==> src/rtl/ntt_ct_butterfly_module_pkg.sv <==
// Shared constants and types for the inverse-NTT Cooley-Tukey butterfly.
// q = 12289, Montgomery radix R = 2^18. Optional build macro: NTT_CT_CANON_EN.
package ntt_ct_butterfly_module_pkg;

    localparam int unsigned DATA_W  = 16;
    localparam int unsigned R_LOG   = 18;
    localparam int unsigned RED_LAT = 4;

    typedef logic [DATA_W-1:0]   coef_t;
    typedef logic [2*DATA_W-1:0] prod_t;

    localparam coef_t Q        = 16'd12289;
    localparam coef_t Q2       = 16'd24578;
    localparam coef_t MONT_ONE = 16'd4075;

    // -q^-1 mod 2^18 (q = 3*2^12 + 1, so q * (3*2^12 - 1) = -1 mod 2^18)
    localparam logic [R_LOG-1:0] QINV_NEG = 18'd12287;

`ifdef NTT_CT_CANON_EN
    localparam int unsigned LATENCY = RED_LAT + 4;
`else
    localparam int unsigned LATENCY = RED_LAT + 3;
`endif

    // Bring a value below 4q into [0, q): subtract 2q, then q, conditionally.
    function automatic coef_t canon_reduce(input coef_t x);
        coef_t y;
        y = (x >= Q2) ? coef_t'(x - Q2) : x;
        y = (y >= Q)  ? coef_t'(y - Q)  : y;
        return y;
    endfunction

endpackage

==> src/rtl/ntt_ct_butterfly_module_if.sv <==
// Operand/result bus of one butterfly lane, driven by the inverse-NTT control FSM.
interface ntt_ct_butterfly_module_if;
    import ntt_ct_butterfly_module_pkg::*;

    logic  load;
    logic  en;
    coef_t a;
    coef_t b;
    coef_t omega;
    coef_t a_out;
    coef_t b_out;
    logic  valid;

    modport master (
        output load, en, a, b, omega,
        input  a_out, b_out, valid
    );

    modport slave (
        input  load, en, a, b, omega,
        output a_out, b_out, valid
    );

endinterface

==> src/rtl/ntt_ct_butterfly_module_mont.sv <==
// Pipelined Montgomery reduction, R = 2^18, q = 12289: out = in * R^-1 mod q, out in [0, 2q).
// Latency RED_LAT = 4 edges from the edge that samples load to valid; stalls on en = 0.
module montgomery_reduction
    import ntt_ct_butterfly_module_pkg::*;
(
    input  logic        clk,
    input  logic        load,
    input  logic        en,
    input  logic        reset,
    input  logic [31:0] in,
    output logic [15:0] out,
    output logic        valid
);

    logic [31:0]        p1_q;
    logic [R_LOG-1:0]   m1_q;
    logic [33:0]        s2_q;
    logic [15:0]        u3_q;
    logic [15:0]        out_q;
    logic [RED_LAT-1:0] v_q;

    logic [R_LOG-1:0]   m_d;
    logic [33:0]        s_d;

    // m = in * (-q^-1) mod R; sum = in + m*q is an exact multiple of R
    always_comb begin
        m_d = in[R_LOG-1:0] * QINV_NEG;
        s_d = {2'b00, p1_q} + ({16'b0, m1_q} * {18'b0, Q});
    end

    // Data pipeline; the final conditional subtract keeps the result below 2q for any 32-bit input
    always_ff @(posedge clk) begin
        if (en) begin
            p1_q  <= in;
            m1_q  <= m_d;
            s2_q  <= s_d;
            u3_q  <= s2_q[33:18];
            out_q <= (u3_q >= Q2) ? 16'(u3_q - Q) : u3_q;
        end
    end

    // Valid shift register tracking the data pipeline
    always_ff @(posedge clk) begin
        if (reset) begin
            v_q <= '0;
        end else if (en) begin
            v_q <= {v_q[RED_LAT-2:0], load};
        end
    end

    assign out   = out_q;
    assign valid = v_q[RED_LAT-1];

endmodule

==> src/rtl/ntt_ct_butterfly_module.sv <==
// Cooley-Tukey butterfly for the inverse NTT: t = red(W*b), a_out = a + t, b_out = a + 2q - t.
// One butterfly per cycle, globally stalled by en. Latency RED_LAT+3 en-cycles, counting the
// capture edge as the first. Build macro NTT_CT_CANON_EN adds a stage reducing outputs to [0, q).
module ntt_ct_butterfly_module
    import ntt_ct_butterfly_module_pkg::*;
(
    input  logic                       clk,
    input  logic                       reset,
    ntt_ct_butterfly_module_if.slave   bus
);

    // index of the load flag aligned with the reducer output stage
    localparam int unsigned LD_LAST = RED_LAT + 1;

    coef_t          a_s0_q, b_s0_q, w_s0_q;
    prod_t          p_q;
    prod_t          p_d;
    coef_t          a_dly_q [RED_LAT+1];
    logic [LD_LAST:0] ld_q;
    coef_t          t;
    logic           red_valid;
    logic           red_valid_q;
    coef_t          sum_a_d, sum_b_d;
    coef_t          sum_a_q, sum_b_q;
    logic           sum_vld_q;

    // S0: operand capture
    always_ff @(posedge clk) begin
        if (bus.en) begin
            a_s0_q <= bus.a;
            b_s0_q <= bus.b;
            w_s0_q <= bus.omega;
        end
    end

    // S1: single registered 16x16 product (maps onto one DSP with its M register)
    always_comb begin
        p_d = {16'b0, b_s0_q} * {16'b0, w_s0_q};
    end

    always_ff @(posedge clk) begin
        if (bus.en) begin
            p_q <= p_d;
        end
    end

    // Load flag shift register S0..S(1+RED_LAT); it alone drives the output valid
    always_ff @(posedge clk) begin
        if (reset) begin
            ld_q <= '0;
        end else if (bus.en) begin
            ld_q <= {ld_q[LD_LAST-1:0], bus.load};
        end
    end

    // Delay line carrying a alongside the multiply and reduction stages
    always_ff @(posedge clk) begin
        if (bus.en) begin
            a_dly_q[0] <= a_s0_q;
            for (int unsigned i = 1; i <= RED_LAT; i++) begin
                a_dly_q[i] <= a_dly_q[i-1];
            end
        end
    end

    montgomery_reduction u_red (
        .clk   (clk),
        .load  (ld_q[1]),
        .en    (bus.en),
        .reset (reset),
        .in    (p_q),
        .out   (t),
        .valid (red_valid)
    );

    // Sum/difference; a < 2q and t < 2q so neither wraps 16 bits
    always_comb begin
        sum_a_d = a_dly_q[RED_LAT] + t;
        sum_b_d = a_dly_q[RED_LAT] + Q2 - t;
    end

    // S(2+RED_LAT): output registers, updated only for real operands so bubbles hold them
    always_ff @(posedge clk) begin
        if (reset) begin
            sum_vld_q <= 1'b0;
            sum_a_q   <= '0;
            sum_b_q   <= '0;
        end else if (bus.en) begin
            sum_vld_q <= ld_q[LD_LAST];
            if (ld_q[LD_LAST]) begin
                sum_a_q <= sum_a_d;
                sum_b_q <= sum_b_d;
            end
        end
    end

    // Reducer valid delayed one stage, used only to cross-check the local valid chain
    always_ff @(posedge clk) begin
        if (reset) begin
            red_valid_q <= 1'b0;
        end else if (bus.en) begin
            red_valid_q <= red_valid;
        end
    end

    a_valid_align: assert property (@(posedge clk) disable iff (reset) sum_vld_q == red_valid_q);

`ifdef NTT_CT_CANON_EN
    coef_t can_a_q, can_b_q;
    logic  can_vld_q;

    // Extra stage: reduce both results from [0, 4q) to canonical [0, q)
    always_ff @(posedge clk) begin
        if (reset) begin
            can_vld_q <= 1'b0;
            can_a_q   <= '0;
            can_b_q   <= '0;
        end else if (bus.en) begin
            can_vld_q <= sum_vld_q;
            if (sum_vld_q) begin
                can_a_q <= canon_reduce(sum_a_q);
                can_b_q <= canon_reduce(sum_b_q);
            end
        end
    end

    assign bus.a_out = can_a_q;
    assign bus.b_out = can_b_q;
    assign bus.valid = can_vld_q;
`else
    assign bus.a_out = sum_a_q;
    assign bus.b_out = sum_b_q;
    assign bus.valid = sum_vld_q;
`endif

endmodule

==> src/flat_wrapper.sv <==
// flat-port wrapper written by rule: the top's interface ports become plain ports
module ntt_ct_butterfly_module_flat import ntt_ct_butterfly_module_pkg::*;
  (clk, reset, bus_load, bus_en, bus_a, bus_b, bus_omega, bus_a_out, bus_b_out, bus_valid);
  ntt_ct_butterfly_module_if bus_i ();
  input  logic clk;
  input  logic reset;
  input wire logic [$bits(bus_i.load)-1:0] bus_load;
  input wire logic [$bits(bus_i.en)-1:0] bus_en;
  input wire logic [$bits(bus_i.a)-1:0] bus_a;
  input wire logic [$bits(bus_i.b)-1:0] bus_b;
  input wire logic [$bits(bus_i.omega)-1:0] bus_omega;
  output wire logic [$bits(bus_i.a_out)-1:0] bus_a_out;
  output wire logic [$bits(bus_i.b_out)-1:0] bus_b_out;
  output wire logic [$bits(bus_i.valid)-1:0] bus_valid;
  assign bus_i.load = bus_load;
  assign bus_i.en = bus_en;
  assign bus_i.a = bus_a;
  assign bus_i.b = bus_b;
  assign bus_i.omega = bus_omega;
  assign bus_a_out = bus_i.a_out;
  assign bus_b_out = bus_i.b_out;
  assign bus_valid = bus_i.valid;
  ntt_ct_butterfly_module u_core (.clk(clk), .reset(reset), .bus(bus_i));
endmodule
==> config.mk <==
export PLATFORM = sky130hd
export DESIGN_NAME = ntt_ct_butterfly_module_flat
export DESIGN_NICKNAME = d
export VERILOG_FILES = /design/src/rtl/ntt_ct_butterfly_module_pkg.sv /design/src/rtl/ntt_ct_butterfly_module_if.sv /design/src/rtl/ntt_ct_butterfly_module_mont.sv /design/src/rtl/ntt_ct_butterfly_module.sv /design/src/flat_wrapper.sv
export SDC_FILE = /design/constraint.sdc
export NUM_CORES = 1
export LEC_CHECK = 0
export CAP_MARGIN = 10
export CORE_MARGIN = 4
export CORE_UTILIZATION = 30
export DETAILED_ROUTE_END_ITERATION = 10
export GPL_TIMING_DRIVEN = 0
export RECOVER_POWER = 50
export SLEW_MARGIN = 10
export SYNTH_ARGS = -nofsm -noshare
export SYNTH_HDL_FRONTEND = slang
export SYNTH_SLANG_ARGS = --single-unit
==> constraint.sdc <==
create_clock -name clk -period 5.9 [get_ports clk]
set_input_delay 0.59 -clock clk [delete_from_list [all_inputs] [get_ports clk]]
set_output_delay 0.59 -clock clk [all_outputs]
set_load 0.05 [all_outputs]
==> flow_metrics.py <==
metrics = {
    "worst_setup_path": {
        "crit_path_max_fanout": 5,
        "slowest_delay_ps": 560,
        "setup.worst_path.class": "flop to flop",
        "crit_path_start_kind": "flop",
        "end_kind": "flop",
        "cp.required_ps": 6330,
        "critical_path.slowest_cell": "fa_1",
        "crit_top_cell": "buf_4",
        "cp.arrival_ps": 6520,
    },
    "finish": {
        "fin_area_sq_um": 30800,
        "layout.nets": 3209,
        "area_delta_synth_final_pct": 20.7,
        "fill_cells": 8171,
        "n_antenna_cell": 0,
        "layout-drive-gt1-share_pct": 12.6,
    },
    "sta": {
        "worst_pin_slew_ps": 3680,
        "clock-skew-final_ps": 30.5,
        "fmax_mhz": 164,
        "rsz0062_at_grt": "true",
        "fin_ws_ps": -190,
        "finalWorstPathRequiredPeriod_ps": 6090,
        "slew_viol_final": 62,
        "setup_viol": 9,
        "hold_viol_final": 0,
        "min_period_over_period_pct": 103,
        "whs_ps": 393,
        "slew_headroom_pct": -145,
    },
    "placement": {
        "dp_hpwl_mm": 40.2,
        "place_area_sq_um": 27800,
        "io_buffers": 84,
        "pre_cts_ws_ps": -946,
        "place.gp.congestion": 0.859,
    },
    "outcome": {
        "outcome": "finished, violations left",
        "violations": "max-capacitance violations, max-slew violations, negative setup slack",
    },
    "synthesis": {
        "syn_inst": 2280,
        "synthArstFlopShare_pct": 0,
        "synth.distinct_cells": 66,
        "synth_seq_area_share_pct": 33.0,
        "avgSynthCellArea_sq_um": 11.2,
        "yosys_warnings": 0,
        "synth-seq-cells": 293,
        "synthesis.nets": 2966,
        "synth-edff-count": 255,
        "synthesis.area_sq_um": 25500,
        "ys.flop_type": "edfxtp_1",
    },
    "drt": {
        "viasPerCell": 4.34,
        "first_pass_iters": 5,
        "drc_errors": 0,
        "drt_iter0_markers": 638,
        "via_count": 16000,
        "wl_mm": 52.9,
        "wl_per_cell_microns": 14.4,
        "ant_nets": 0,
    },
    "floorplanning": {
        "start_util_pct": 30.4,
        "ios": 85,
        "die_x_microns": 299,
        "core_sq_um": 84000,
        "die_h_microns": 299,
        "rows": 106,
        "die-area_sq_um": 89700,
    },
    "grt": {
        "grt.total_usage_pct": 11.9,
        "grt_max_degree": 99,
        "antenna_found_initial": 0,
        "gr-total-overflow": 0,
        "grt_pass1_wl_mm": 86.5,
        "grt_pass1_vias": 16700,
    },
    "cts": {
        "insertion_delay_ps": 590,
        "cts_hold_buf": 0,
        "clk_pin_slew_ps": 60,
        "clockBufferDepth": 3,
        "h-tree-depth": 2,
        "cts-buffers-inserted": 37,
        "root_buffer": "clkbuf_16",
        "cts_tree": "built",
        "clock-sinks": 293,
    },
    "job": {
        "maxCapViolations": 1,
    },
    "min_path": {
        "hold_path.class": "flop to flop",
    },
}
## synth_stat cells (all sizes together), types with 3 or more instances
library cell	number	area [sq um]
a221oi	3	26.3
xor2	25	219
nand3b	4	30.0
o21ai	38	190
nor2b	7	43.8
o21bai	10	75.1
a2111oi	6	52.6
a21oi	70	362
or4	4	30.0
and2	123	769
o211ai	6	50.1
a311oi	3	32.5
o311ai	3	26.3
inv	452	1700
clkbuf	43	161
nor3b	4	30.0
o21a	13	97.6
and3	7	43.8
a21o	25	188
edfxtp	255	7660
or3	8	55.1
ha	336	4200
fa	298	5970
nand2	203	762
mux2i	6	60.1
nand2b	6	37.5
a211oi	22	165
nor4	3	18.8
a211o	5	43.8
nand3	21	115
nor2	81	304
o31ai	5	37.5
dfxtp	38	761
nand4	6	37.5
a31oi	5	31.3
nor3	26	130
xnor2	80	701
## cells by family (layout without fill, tap and decap cells)
group	after synthesis	in the layout	synth area share [%]
fa+ha+maj	634	634	39.9
simple gates	509	509	9.69
buf+inv	496	765	7.32
flops	293	293	33.0
compound gates	236	236	6.19
xor+xnor	105	105	3.61
mux	6	6	0.236
other cells	1	1	0.0147
## repair_timing
item / CTS / global route
setup buffers: 84 / 36
pin swaps: 65 / 95
resized for setup: 123 / 98
setup endpoints to repair: 20 / 16
gates cloned: 1 / 0
## metrics by stage
step / utilization, % / setup TNS [ps] / instances
after detailed placement: 33.2 / -10460 / 3500
after CTS: 36.1 / -407 / 3650
after global routing: 36.7 / -2820 / 3683
after floorplan: - / 0 / 2280
after global placement: 33.1 / -1320380 / 3498
final: 36.7 / -978 / 3683
## cell type report
type / instances / area (sq um) / share of cell area [%]
multi-input combinational: 1491 / 15700 / 50.9
sequential: 293 / 8420 / 27.4
timing repair buffer: 205 / 1900 / 6.18
inverter: 452 / 1700 / 5.51
tap: 1134 / 1420 / 4.61
clock buffer: 42 / 945 / 3.07
buffer: 43 / 380 / 1.24
clock inverter: 23 / 337 / 1.09
## cells in the final DEF, fill, tap and decap left out, types with 7 or more instances in the layout
| cell type | netlist | final |
|---|---|---|
| nand2_1 | 203 | 194 |
| clkbuf_16 | 0 | 37 |
| xor2_1 | 25 | 25 |
| dfxtp_1 | 38 | 38 |
| edfxtp_1 | 255 | 255 |
| nand2_2 | 0 | 7 |
| clkbuf_4 | 0 | 7 |
| buf_4 | 1 | 91 |
| inv_2 | 0 | 27 |
| clkbuf_1 | 43 | 22 |
| buf_6 | 0 | 20 |
| or3_1 | 7 | 7 |
| and3_1 | 7 | 7 |
| o21bai_1 | 10 | 9 |
| nor3_1 | 26 | 26 |
| xnor2_1 | 80 | 78 |
| and2_4 | 0 | 12 |
| nand3_1 | 19 | 16 |
| nor2b_1 | 7 | 7 |
| ha_4 | 0 | 13 |
| a21oi_1 | 69 | 63 |
| fa_1 | 298 | 280 |
| a21o_1 | 25 | 25 |
| o21ai_0 | 35 | 34 |
| dlygate4sd3_1 | 0 | 48 |
| clkbuf_8 | 0 | 11 |
| ha_1 | 336 | 321 |
| and2_1 | 123 | 111 |
| clkdlybuf4s50_1 | 0 | 35 |
| inv_1 | 452 | 425 |
| a211oi_1 | 22 | 21 |
| fa_2 | 0 | 18 |
| nor2_1 | 81 | 78 |
| o21a_1 | 13 | 13 |
## worst paths after layout
| kind | startpoint | to | slack [ps] | depth (start not counted) |
|---|---|---|---|---|
| setup reg to reg | u_core.b_s0_q[12]$_DFFE_PP_ | u_core.p_q[22]$_DFFE_PP_ | -190 | 26 |
| hold / removal | u_core.p_q[25]$_DFFE_PP_ | u_core.u_red.p1_q[25]$_DFFE_PP_ | 390 | 0 |
| hold reg to reg | u_core.p_q[25]$_DFFE_PP_ | u_core.u_red.p1_q[25]$_DFFE_PP_ | 390 | 0 |
| setup / recovery | u_core.b_s0_q[12]$_DFFE_PP_ | u_core.p_q[22]$_DFFE_PP_ | -190 | 26 |
## worst max-delay path, delay by kind of cell (launching register included)
kind,cells,cell delay [ps]
compound gates,3,510
fa+ha+maj,7,3270
buf+inv,12,1360
flops,1,530
simple gates,4,270
## per-layer routing
layer / routed length, microns / part of all wire (%) / track usage [%] / up-vias
met4: 2030 / 3.8 / 4.64 / 0
met3: 2210 / 4.2 / 2.24 / 88
li1: - / - / - / 7913
met2: 25800 / 49 / 20.6 / 268
met1: 22800 / 43 / 14.7 / 7719
met5: 0 / 0 / 0 / -
## state kept, by name, indices dropped and copies added, names as in the netlist
name,cells
u_core.bus.b_out,16
u_core.u_red.out,16
u_core.u_red.m1_q,17
u_core.b_s0_q,16
u_core.a_dly_q,80
u_core.w_s0_q,16
u_core.bus.a_out,15
u_core.u_red.s2_q,15
u_core.u_red.p1_q,32
u_core.u_red.u3_q,15
u_core.ld_q,6
u_core.p_q,32
u_core.bus.valid,1
u_core.a_s0_q,16
Power is left out: the tool's default activity adds up to more than one toggle a clock period on the data nets, which glitch-free logic cannot reach.
